<file path="src/rtl/wfg_capture_mem_if.sv">
// AXI-Stream sample channel between a wfg core (master) and the capture memory (slave).
interface wfg_capture_mem_if #(
   parameter int DATA_W = 32
);
   logic              wfg_axis_tready_o;
   logic              wfg_axis_tvalid_i;
   logic [DATA_W-1:0] wfg_axis_tdata_i;

   modport master (
      input  wfg_axis_tready_o,
      output wfg_axis_tvalid_i,
      output wfg_axis_tdata_i
   );

   modport slave (
      output wfg_axis_tready_o,
      input  wfg_axis_tvalid_i,
      input  wfg_axis_tdata_i
   );
endinterface

</file>
<file path="src/rtl/wfg_capture_mem.sv">
// AXIS sink writing 32-bit samples into an SRAM write port, stepping START..END by INC.
// Define WFG_CAPTURE_MEM_WRAP_EN for a ring-buffer build that restarts at START instead of stopping.
module wfg_capture_mem #(
   parameter int ADDR_W = 10,
   parameter int DATA_W = 32
) (
   input  logic                 clk,
   input  logic                 rst,
   wfg_capture_mem_if.slave     axis,
   input  logic                 ctrl_en_q_i,
   input  logic [15:0]          start_val_q_i,
   input  logic [15:0]          end_val_q_i,
   input  logic [7:0]           inc_val_q_i,
   output logic                 done_o,
   output logic [15:0]          count_o,
   output logic                 csb0,
   output logic                 web0,
   output logic [3:0]           wmask0,
   output logic [ADDR_W-1:0]    addr0,
   output logic [DATA_W-1:0]    din0
);

   typedef enum logic [1:0] {ST_IDLE, ST_WAIT, ST_WRITE, ST_DONE} state_e;

   state_e              state_q, state_d;
   logic [15:0]         cur_addr_q, cur_addr_d;
   logic [15:0]         count_q, count_d;
   logic                done_q, done_d;
   logic                csb_q, csb_d;
   logic                web_q, web_d;
   logic [3:0]          wmask_q, wmask_d;
   logic [ADDR_W-1:0]   addr_q, addr_d;
   logic [DATA_W-1:0]   din_q, din_d;
   logic [16:0]         nxt;
   logic                end_hit;
   logic                tready;

   // Ready is gated by enable so a disabling cycle in ST_WAIT can never complete a handshake.
   assign tready                 = (state_q == ST_WAIT) && ctrl_en_q_i;
   assign axis.wfg_axis_tready_o = tready;

   assign nxt     = {1'b0, cur_addr_q} + {9'd0, inc_val_q_i};
   assign end_hit = nxt > {1'b0, end_val_q_i};

   always_comb begin
      state_d    = state_q;
      cur_addr_d = cur_addr_q;
      count_d    = count_q;
      done_d     = done_q;
      csb_d      = csb_q;
      web_d      = web_q;
      wmask_d    = wmask_q;
      addr_d     = addr_q;
      din_d      = din_q;
      case (state_q)
         ST_IDLE: begin
            cur_addr_d = start_val_q_i;
            count_d    = 16'd0;
            done_d     = 1'b0;
            if (ctrl_en_q_i) state_d = ST_WAIT;
         end
         ST_WAIT: begin
            if (!ctrl_en_q_i) begin
               state_d = ST_IDLE;
            end else if (axis.wfg_axis_tvalid_i) begin
               din_d   = axis.wfg_axis_tdata_i;
               addr_d  = cur_addr_q[ADDR_W-1:0];
               csb_d   = 1'b0;
               web_d   = 1'b0;
               wmask_d = 4'hF;
               state_d = ST_WRITE;
            end
         end
         ST_WRITE: begin
            csb_d   = 1'b1;
            web_d   = 1'b1;
            wmask_d = 4'h0;
            count_d = (count_q == 16'hFFFF) ? count_q : count_q + 16'd1;
            if (!ctrl_en_q_i) begin
               state_d = ST_IDLE;
            end else if (end_hit) begin
`ifdef WFG_CAPTURE_MEM_WRAP_EN
               cur_addr_d = start_val_q_i;
               state_d    = ST_WAIT;
`else
               done_d     = 1'b1;
               state_d    = ST_DONE;
`endif
            end else begin
               cur_addr_d = nxt[15:0];
               state_d    = ST_WAIT;
            end
         end
         ST_DONE: begin
            if (!ctrl_en_q_i) begin
               done_d  = 1'b0;
               state_d = ST_IDLE;
            end
         end
         default: state_d = ST_IDLE;
      endcase
   end

   always_ff @(posedge clk) begin
      if (rst) begin
         state_q    <= ST_IDLE;
         cur_addr_q <= 16'd0;
         count_q    <= 16'd0;
         done_q     <= 1'b0;
         csb_q      <= 1'b1;
         web_q      <= 1'b1;
         wmask_q    <= 4'h0;
         addr_q     <= '0;
         din_q      <= '0;
      end else begin
         state_q    <= state_d;
         cur_addr_q <= cur_addr_d;
         count_q    <= count_d;
         done_q     <= done_d;
         csb_q      <= csb_d;
         web_q      <= web_d;
         wmask_q    <= wmask_d;
         addr_q     <= addr_d;
         din_q      <= din_d;
      end
   end

   // In the wrap build done_d is never raised, so done_o stays tied low.
   assign done_o  = done_q;
   assign count_o = count_q;
   assign csb0    = csb_q;
   assign web0    = web_q;
   assign wmask0  = wmask_q;
   assign addr0   = addr_q;
   assign din0    = din_q;

endmodule

</file>
<file path="src/flat_wrapper.sv">
// flat-port wrapper written by rule: the top's interface ports become plain ports
module wfg_capture_mem_flat 
#(
   parameter int ADDR_W = 10,
   parameter int DATA_W = 32
)
  (clk, rst, ctrl_en_q_i, start_val_q_i, end_val_q_i, inc_val_q_i, done_o, count_o, csb0, web0, wmask0, addr0, din0, axis_wfg_axis_tready_o, axis_wfg_axis_tvalid_i, axis_wfg_axis_tdata_i);
  wfg_capture_mem_if #(.DATA_W(DATA_W)) axis_i ();
  input  logic clk;
  input  logic rst;
  input  logic ctrl_en_q_i;
  input  logic [15:0] start_val_q_i;
  input  logic [15:0] end_val_q_i;
  input  logic [7:0] inc_val_q_i;
  output logic done_o;
  output logic [15:0] count_o;
  output logic csb0;
  output logic web0;
  output logic [3:0] wmask0;
  output logic [ADDR_W-1:0] addr0;
  output logic [DATA_W-1:0] din0;
  output wire logic [$bits(axis_i.wfg_axis_tready_o)-1:0] axis_wfg_axis_tready_o;
  input wire logic [$bits(axis_i.wfg_axis_tvalid_i)-1:0] axis_wfg_axis_tvalid_i;
  input wire logic [$bits(axis_i.wfg_axis_tdata_i)-1:0] axis_wfg_axis_tdata_i;
  assign axis_wfg_axis_tready_o = axis_i.wfg_axis_tready_o;
  assign axis_i.wfg_axis_tvalid_i = axis_wfg_axis_tvalid_i;
  assign axis_i.wfg_axis_tdata_i = axis_wfg_axis_tdata_i;
  wfg_capture_mem #(.ADDR_W(ADDR_W), .DATA_W(DATA_W)) u_core (.clk(clk), .rst(rst), .axis(axis_i), .ctrl_en_q_i(ctrl_en_q_i), .start_val_q_i(start_val_q_i), .end_val_q_i(end_val_q_i), .inc_val_q_i(inc_val_q_i), .done_o(done_o), .count_o(count_o), .csb0(csb0), .web0(web0), .wmask0(wmask0), .addr0(addr0), .din0(din0));
endmodule
</file>
<file path="config.mk">
export PLATFORM = sky130hd
export DESIGN_NAME = wfg_capture_mem_flat
export DESIGN_NICKNAME = d
export VERILOG_FILES = /design/src/rtl/wfg_capture_mem_if.sv /design/src/rtl/wfg_capture_mem.sv /design/src/flat_wrapper.sv
export SDC_FILE = /design/constraint.sdc
export NUM_CORES = 1
export LEC_CHECK = 0
export ABC_AREA = 0
export CAP_MARGIN = 10
export CORE_MARGIN = 2
export CORE_UTILIZATION = 26
export DETAILED_ROUTE_END_ITERATION = 10
export HOLD_SLACK_MARGIN = 0.12
export PLACE_DENSITY = 0.51
export SLEW_MARGIN = 10
export SYNTH_ARGS = -nofsm -noshare
export SYNTH_HDL_FRONTEND = slang
export SYNTH_SLANG_ARGS = --single-unit
export TNS_END_PERCENT = 10
</file>
<file path="constraint.sdc">
create_clock -name clk -period 8 [get_ports clk]
set_input_delay 1.6 -clock clk [delete_from_list [all_inputs] [get_ports clk]]
set_output_delay 1.6 -clock clk [all_outputs]
set_load 0.02 [all_outputs]
</file>
# Word level (Yosys, flattened, before mapping)
# Cells that the tools add are included.
[classes]
n_eq_ne = 13
n_reduce_logical = 11
n_addsub = 2
magnitude_cmp = 1
n_mux = 22
[op_table]
columns = ["operator", "count"]
rows = [
  ["case mux 16 bit (2 select lines)", 2],
  ["two-way mux 16 bit", 3],
  ["adder 16 x 8 -> 17 bit", 1],
  ["> comparator 17 x 16 -> 1 bit", 1],
  ["adder 16 x 1 -> 16 bit, second input constant", 1],
  ["equality test 16 bit, second input constant", 1],
  ["!= test 2 bit, second input constant", 7],
  ["two-way mux 2 bit", 6],
  ["AND reduction 3 bit", 4],
  ["two-way mux 4 bit", 2],
  ["case mux 2 bit (4 select lines)", 1],
  ["case mux 4 bit (2 select lines)", 1],
  ["two-way mux 1 bit", 5],
  ["equality test 2 bit, second input constant", 2],
  ["AND reduction 4 bit", 1],
  ["nonzero test 2 bit", 2],
  ["!= test 3 bit, second input constant", 1],
  ["case mux 1 bit (3 select lines)", 1],
  ["nonzero test 3 bit", 1],
  ["equality test 2 x 1 -> 1 bit, second input constant", 1],
  ["logical NOT 2 bit", 1],
  ["!= test 2 x 1 -> 1 bit, second input constant", 1],
  ["case mux 1 bit (2 select lines)", 1],
  ["AND reduction 2 bit", 1],
  ["logical AND 1 bit", 1],
]
[totals]
regBits = 82

# Depth between registers and ports, before layout
# Gate-level depths: netlist of run 1.
[logic_depth]
ltp_word = 5
depth_mapped = 16

# Worst setup path before layout of run 1
# Ideal clock, no wire load.
[synth_path]
path_type = "input -> register"
from = "input inc_val_q_i[0]"
to = "register u_core.cur_addr_q[9]"
arrival_time_ps = 4677
path_stages = 15
path_buffers = 1
path_slack_ps = 3205
path_cell_list = "ha_1 fa_1 a21oi_1 o2111ai_2 nand4_1 xnor2_1 ha_1 a21o_1 a221o_1 a31oi_1 and3_2 o2111a_1 buf_6 o22ai_1 a32o_1"
[synth_via]
elab_chain_len = 4
elab_cells_between_ends = 7
cone_classes = "1 x add/sub; 1 x order compare; 1 x eq/ne; 3 x mux; 1 x reduce/logical"
[synth_rtl]
columns = ["item", "line", "rtl"]
rows = [
  ["start: declaration", "flat_wrapper.sv:14", "input logic [7:0] inc_val_q_i;"],
  ["adder 16 x 8 -> 17 bit *", "wfg_capture_mem.sv:42", "assign nxt = {1'b0, cur_addr_q} + {9'd0, inc_val_q_i};"],
  ["> comparator 17 x 16 -> 1 bit or two-way mux 16 bit (tied branches)", "wfg_capture_mem.sv:43, wfg_capture_mem.sv:81", ""],
  ["!= test 2 bit (no source line) or two-way mux 16 bit (tied branches)", "n/a", ""],
  ["AND reduction 3 bit (no source line) or case mux 16 bit (2 select lines) (tied branches)", "n/a", ""],
  ["end signal: assignment", "wfg_capture_mem.sv:117", "cur_addr_q <= cur_addr_d;"],
  ["end: declaration", "wfg_capture_mem.sv:26", "logic [15:0] cur_addr_q, cur_addr_d;"],
]
# Every way passes the cells marked *; elsewhere a longest branch is shown, timed or not. The select of a mux whose other input is x is not followed.
# A chain may end at the register's enable or synchronous reset.

# Worst setup path after layout of run 1
[layout_path]
from = "input inc_val_q_i[0]"
to = "register u_core.cur_addr_q[15]"
# The elaborated chain is that of the path after synthesis.

==> results of run 1 <==
state kept, by name, summed over array words and instances, names as in the netlist:
| name | flops |
|---|---|
| u_core.din0 | 32 |
| u_core.wmask0 | 1 |
| u_core.done_o | 1 |
| u_core.cur_addr_q | 16 |
| u_core.addr0 | 10 |
| u_core.csb0 | 1 |
| u_core.count_o | 16 |
| u_core.state_q | 2 |
logic make-up after synthesis:
logic type                 synth area share
and+or+nand+nor                       0.254
xor gates and xnor gates             0.0568
buffers and inverters                0.0526
DFF                                   0.380
adders and majority gates            0.0799
muxes                               0.00240
AOI/OAI and AO/OA                     0.174
cells in the mapped netlist (all sizes together), types with 2 or more instances:
cell and count:
or3 2, nor2 45, nand3 7, a311oi 8, and3 8, dfxtp 79
xor2 15, inv 21, o2111ai 2, xnor2 12, and4 4, a2111oi 2
clkbuf 24, a31o 2, a211oi 2, ha 25, a31oi 3, o21ai 9
and2 5, a21o 3, a21oi 60, nand2 127, nor3 17, buf 6
o211ai 2, o41ai 4, nand4 15
critical path, cell delays in order:
cell and delay, ns:
clkdlybuf4s50_1 0.41, ha_1 0.24, fa_1 0.41, a21oi_1 0.31
o2111ai_2 0.22, nand4_1 0.15, xnor2_1 0.17, ha_1 0.30
a21o_1 0.19, a221o_1 0.33, a31oi_1 0.13, and3_2 0.25
o2111a_1 0.49, nor2_4 0.12, o41ai_2 0.33
final timing paths:
kind	to	slack (ns)	cells past startpoint
max	u_core.cur_addr_q[15]$_SDFFE_PP0P_	2.57	15
min	u_core.din0[1]$_SDFFE_PP0P_	0.45	2
min reg2reg	u_core.din0[1]$_SDFFE_PP0P_	0.45	2
max reg2reg	u_core.cur_addr_q[15]$_SDFFE_PP0P_	3.93	14
power breakdown:
| group | internal [W] | switching (W) |
|---|---|---|
| combinational | 0.0000882 | 0.0000917 |
| sequential | 0.000405 | 0.0000133 |
| clock | 0.000214 | 0.000160 |
| total | 0.000707 | 0.000265 |
metrics by stage:
step	area, um^2	power (W)	std cells
2_1_floorplan	4160	0.000531	528
3_3_place_gp	5730	0.000604	858
3_5_place_dp	5730	0.000607	858
4_1_cts	6000	0.000985	873
5_1_grt	6000	0.00102	873
6_report	6000	0.000973	873
metal layers:
layer | global-route usage | up-vias | routed length [um]
met5 | 0 | - | 0
met4 | 0.0407 | 0 | 247
met3 | 0.0387 | 16 | 518
met2 | 0.247 | 84 | 6190
met1 | 0.192 | 1919 | 5810
li1 | - | 2075 | -
final cells by class:
cell class	count	area, um^2
clock buffers	10	239
clock inverters	5	25.0
fillers	1662	9770
inverters	22	82.6
multi-input cells	397	2370
flip-flops and latches	79	1580
well taps	216	270
repair buffers	144	1430
==> metrics.md, run 1 <==
| Metric | Value |
|---|---|
| Die Y | `131 um` |
| Diodes inserted | `0` |
| I/O Buffers | `141` |
| Main flop type after synthesis | `dfxtp_1` |
| Worst hold margin | `0.451 ns` |
| Core ar. | `0.0158 mm^2` |
| First DRT Iteration DRCs | `154` |
| Critical Path End Type | `register` |
| Fin crit period | `5.43 ns` |
| Hold wc startpoint | `u_core.din0[1]$_SDFFE_PP0P_` |
| Highest Clock Rate | `184 MHz` |
| RSZ-0062 raised after global routing | `no` |
| Num rows | `46` |
| Rel. slew slack | `0.339` |
| HP Class | `reg2reg` |
| Post-layout nets | `755` |
| CTS tree | `built` |
| Commonest non-fill, non-tap cell in the layout | `clkdlybuf4s50_1` |
| Max rail drop VDD | `89.3 uV` |
| FFs w/ async S/R, synth | `0` |
| Via count | `4094` |
| First-pass DRT Iterations | `4` |
| Place WS | `2.25 ns` |
| Post-synthesis register bit count | `79` |
| Post-Syn Instances | `528` |
| Static Leakage | `2.22 nW` |
| Post-synth top area cell | `dfxtp_1` |
| WL/cell | `14.6 um` |
| Final period util | `0.678` |
| Full die area | `0.0170 mm^2` |
| Worst-margin pin slew | `0.977 ns` |
| Final WS setup | `2.57 ns` |
| DRC Markers | `0` |
| Die width | `131 um` |
| Clk buf depth | `2` |
| Worst clock skew | `0.00416 ns` |
| Tot GR Track Use | `0.149` |
| Syn avg cell area | `7.89 um^2` |
| Final design utilization | `0.380` |
| Final setup viols | `0` |
| I/O pins | `142` |
| Vias per cell | `4.69` |
| DPL Wire Length | `9520 um` |
| Initial Util | `0.264` |
| Post-Route WL | `12800 um` |
| Htree depth | `3` |
| Global-route wire length before repair | `19900 um` |
| Yosys warnings | `0` |
| Clk sink count | `79` |
| Syn Nets | `630` |
| Crit. Startpoint | `inc_val_q_i[0]` |
| Syn-to-layout area delta | `44.0%` |
| Synth top area cells | `dfxtp_1 38%, nand2_1 11%, ha_1 7.5%` |
| Fin. Hold Viols | `0` |
| GPL Wtd Cong | `0.880` |
| Post-synth EDFFs | `0` |
| Share of the synthesized area in the top cell type | `0.380` |
| Hold buffers post-CTS | `0` |
| # Post-CTS Setup Buffers | `0` |
| Share of cells above drive strength 1 | `0.0518` |
| Worst r2r src | `u_core.cur_addr_q[0]$_SDFFE_PP0P_` |
| Power per cell area | `162 mW/mm^2` |
| Mapped cell area | `0.00416 mm^2` |
| Post-CTS Resized | `0` |
| Worst path required time | `8.24 ns` |
| Most frequent cells in the layout | `140 x clkdlybuf4s50_1, 125 x nand2_1, 79 x dfxtp_1, 60 x a21oi_1, 43 x nor2_1` |
| Status | `complete, no violations` |
| GRT Residual Overflow | `0` |
| Final setup TNS | `0 ns` |
| Worst path arrival time | `5.67 ns` |
| DRT antenna net count | `0` |
| Seq/Total Area, Yosys | `0.380` |
| Clock Tree Root | `clkbuf_16` |
| Worst-Skew Late Latency | `0.33 ns` |
| Number of unique standard cell types used by synthesis | `54` |
| Crit Path Class | `in2reg` |
| Reg clk slew, reported paths | `0.06 ns` |
| Startpoint Class | `input pin` |
| CTS buffer count | `9` |
| Vias in the first global route | `3893` |
| Largest net degree at the start of global routing | `67` |
| Critical path peak fanout | `10` |
| Fin. max-slew vios | `0` |
| Max-cap viol count | `0` |
| Initial antenna violation count | `0` |
No activity file was read; power rests on OpenSTA's default activity.
==> inputs of run 2 (changes only) <==
==> constraint.sdc (replaced) <==
create_clock -name clk -period 5.5 [get_ports clk]
set_input_delay 1.1 -clock clk [delete_from_list [all_inputs] [get_ports clk]]
set_output_delay 1.1 -clock clk [all_outputs]
set_load 0.02 [all_outputs]
==> metrics.md, run 2 (synthesis gave the netlist of run 1 again) <==
| Metric | Value |
|---|---|
| Status | `complete, no violations (unchanged)` |
| Hold wc startpoint | `u_core.din0[1]$_SDFFE_PP0P_ (unchanged)` |
| Logic pwr share | `0.182 (was 0.185)` |
| Die Y | `131 um (unchanged)` |
| DPL Wire Length | `9540 um (was 9520 um)` |
| Rel. slew slack | `0.381 (was 0.339)` |
| Vias per cell | `4.71 (was 4.69)` |
| Worst Hold End | `u_core.din0[1]$_SDFFE_PP0P_ (unchanged)` |
| Power Internal | `0.00105 W (was 0.000707 W)` |
| Clk sink count | `79 (unchanged)` |
| Final setup viols | `0 (unchanged)` |
| Hold depth | `2 (unchanged)` |
| Critical path peak fanout | `10 (unchanged)` |
| Hold buffers post-CTS | `0 (unchanged)` |
| Fin. max-slew vios | `0 (unchanged)` |
| Highest Clock Rate | `202 MHz` |
| Final WS setup | `0.547 ns (was 2.57 ns)` |
| First-pass DRT Iterations | `4 (unchanged)` |
| Net Sw Power | `0.000394 W (was 0.000265 W)` |
| Syn-to-layout area delta | `44.6% (was 44.0%)` |
| Post-CTS Resized | `0 (unchanged)` |
| Post-layout nets | `755 (unchanged)` |
| Slowest stage cell, crit path | `o2111a_1 (unchanged)` |
| Final period util | `0.900` |
| Place WS | `0.241 ns (was 2.25 ns)` |
| Max-cap viol count | `0 (unchanged)` |
| Crit path max-delay family | `compound AO/OA/AOI/OAI gates (unchanged)` |
| I/O pins | `142 (unchanged)` |
| GPL Wtd Cong | `0.879 (was 0.880)` |
| Htree depth | `3 (unchanged)` |
| Reg clk slew, reported paths | `0.06 ns (about the same)` |
| Delay of the slowest critical-path stage | `0.51 ns (was 0.49 ns)` |
| Die width | `131 um (unchanged)` |
| I/O Buffers | `141 (unchanged)` |
| Worst-Skew Late Latency | `0.33 ns (about the same)` |
| RSZ-0062 raised after global routing | `no (unchanged)` |
| Clk buf depth | `2 (unchanged)` |
| Crit Path Class | `in2reg (unchanged)` |
| Num rows | `46 (unchanged)` |
| R2R depth | `14 (unchanged)` |
| Max reg flops | `32 (unchanged)` |
| Startpoint Class | `input pin (unchanged)` |
| Fin. Hold Viols | `0 (unchanged)` |
| Worst clock skew | `0.00611 ns (was 0.00416 ns)` |
| WL/cell | `14.7 um (was 14.6 um)` |
| CTS buffer count | `9 (unchanged)` |
| Global-route wire length before repair | `19700 um (was 19900 um)` |
| Reg power frac | `0.422 (was 0.430)` |
| GRT Residual Overflow | `0 (unchanged)` |
| Register-to-Register Setup Slack | `1.39 ns (was 3.93 ns)` |
| HP Class | `reg2reg (unchanged)` |
| Critical path cell sequence | `clkdlybuf4s50_1 > ha_1 > fa_1 > a21oi_1 > o2111ai_2 > nand4_1 > xnor2_1 > ha_1 > a21o_1 > a221o_1 > a31oi_1 > and3_2 > o2111a_1 > nor2_4 > o41ai_2 (unchanged)` |
| Max rail drop VDD | `151 uV (was 89.3 uV)` |
| Clk pwr share | `0.396 (was 0.385)` |
| Worst path required time | `5.74 ns (was 8.24 ns)` |
| Initial antenna violation count | `0 (unchanged)` |
| Worst path arrival time | `5.19 ns (was 5.67 ns)` |
| Filler cells | `1657 (was 1662)` |
| Worst-margin pin slew | `0.928 ns (was 0.977 ns)` |
| Buf/Inv on CP | `1 (unchanged)` |
| Power per cell area | `240 mW/mm^2 (was 162 mW/mm^2)` |
| Fin crit period | `4.95 ns` |
| First DRT Iteration DRCs | `135 (was 154)` |
| Critical Path End Type | `register (unchanged)` |
| Worst r2r src | `u_core.cur_addr_q[0]$_SDFFE_PP0P_ (unchanged)` |
| Most frequent cells in the layout | `140 x clkdlybuf4s50_1, 125 x nand2_1, 79 x dfxtp_1, 60 x a21oi_1, 43 x nor2_1 (unchanged)` |
| Switching share of power | `0.273 (about the same)` |
| Via count | `4118 (was 4094)` |
| Critical R2R Capture | `u_core.cur_addr_q[15]$_SDFFE_PP0P_ (unchanged)` |
| Largest net degree at the start of global routing | `67 (unchanged)` |
| Core ar. | `0.0158 mm^2 (unchanged)` |
| Post-Route WL | `12800 um (about the same)` |
| Vias in the first global route | `3915 (was 3893)` |
| Share of cells above drive strength 1 | `0.0517 (was 0.0518)` |
| CTS tree | `built (unchanged)` |
| Static Leakage | `2.21 nW (was 2.22 nW)` |
| DRT antenna net count | `0 (unchanged)` |
| Full die area | `0.0170 mm^2 (unchanged)` |
| Commonest non-fill, non-tap cell in the layout | `clkdlybuf4s50_1 (unchanged)` |
| Final setup TNS | `0 ns (unchanged)` |
| Initial Util | `0.264 (unchanged)` |
| # Post-CTS Setup Buffers | `0 (unchanged)` |
| Tot GR Track Use | `0.147 (was 0.149)` |
| DRC Markers | `0 (unchanged)` |
| Clock Tree Root | `clkbuf_16 (unchanged)` |
| Most used cell, CP | `ha_1 (unchanged)` |
## run 2: cell count changes in the layout (fill, tap and decap cells not counted)
cell	change
clkinv_2	-5
clkinvlp_4	+4
clkbuf_1	+1
clkbuf_8	+1
diode_2	+1
## run 2: tightest hold or removal path, delay by kind of cell (launching register included)
family	cells	cell delay, ns
flip-flops	1	0.31
AND/OR/NAND/NOR	1	0.05
AO/OA/AOI/OAI	1	0.05
## run 2: layout make-up
class                      instances  area, um^2  share of cell area
antenna                            1        2.50            0.000416
tap                              216         270              0.0449
clock buffer                      12         256              0.0426
inverter                          22        82.6              0.0137
multi-input combinational        397        2370               0.393
clock inverter                     4        30.0             0.00499
sequential                        79        1580               0.263
timing repair buffer             144        1430               0.237
## run 2: per-stage QoR
step	total power, W	hold WS [ns]	cell area [um^2]	util	std cells
finish	0.00144	0.452	6020	0.382	875
CTS	0.00146	0.454	6020	0.382	874
floorplan	0.000773	0.449	4160	-	528
global placement	0.000878	0.443	5730	0.363	858
global route	0.00151	0.471	6020	0.382	874
detailed placement	0.000884	0.445	5730	0.363	858
## run 2: how the worst max path moves through the flow
stage / from / endpoint / slack (ns) / cells after the start
after floorplan: inc_val_q_i[0] / u_core.cur_addr_q[9]$_SDFFE_PP0P_ / 1.21 / 15
after global placement: inc_val_q_i[0] / u_core.cur_addr_q[9]$_SDFFE_PP0P_ / 0.37 / 15
after detailed placement: inc_val_q_i[0] / u_core.cur_addr_q[11]$_SDFFE_PP0P_ / 0.24 / 15
after CTS: inc_val_q_i[0] / u_core.cur_addr_q[15]$_SDFFE_PP0P_ / 0.59 / 15
after global routing: inc_val_q_i[0] / u_core.cur_addr_q[15]$_SDFFE_PP0P_ / 0.28 / 15
final: inc_val_q_i[0] / u_core.cur_addr_q[15]$_SDFFE_PP0P_ / 0.55 / 15
## run 2: power groups by stage
| stage | Sequential, W | Combinational (W) | Clock [W] |
|---|---|---|---|
| 4_1_cts | 0.000608 | 0.000264 | 0.000587 |
| 3_5_place_dp | 0.000621 | 0.000263 | 0 |
| 3_3_place_gp | 0.000621 | 0.000257 | 0 |
| 5_1_grt | 0.000611 | 0.000290 | 0.000609 |
| 2_1_floorplan | 0.000620 | 0.000153 | 0 |
| 6_report | 0.000609 | 0.000263 | 0.000571 |
## run 2: layer usage
metal  part of all wire  up-vias  GRT usage
met2               0.49       99      0.248
met4              0.016        0     0.0444
met1               0.44     1932      0.183
met3              0.058       14     0.0379
met5                  0        -          0
li1                   -     2073          -
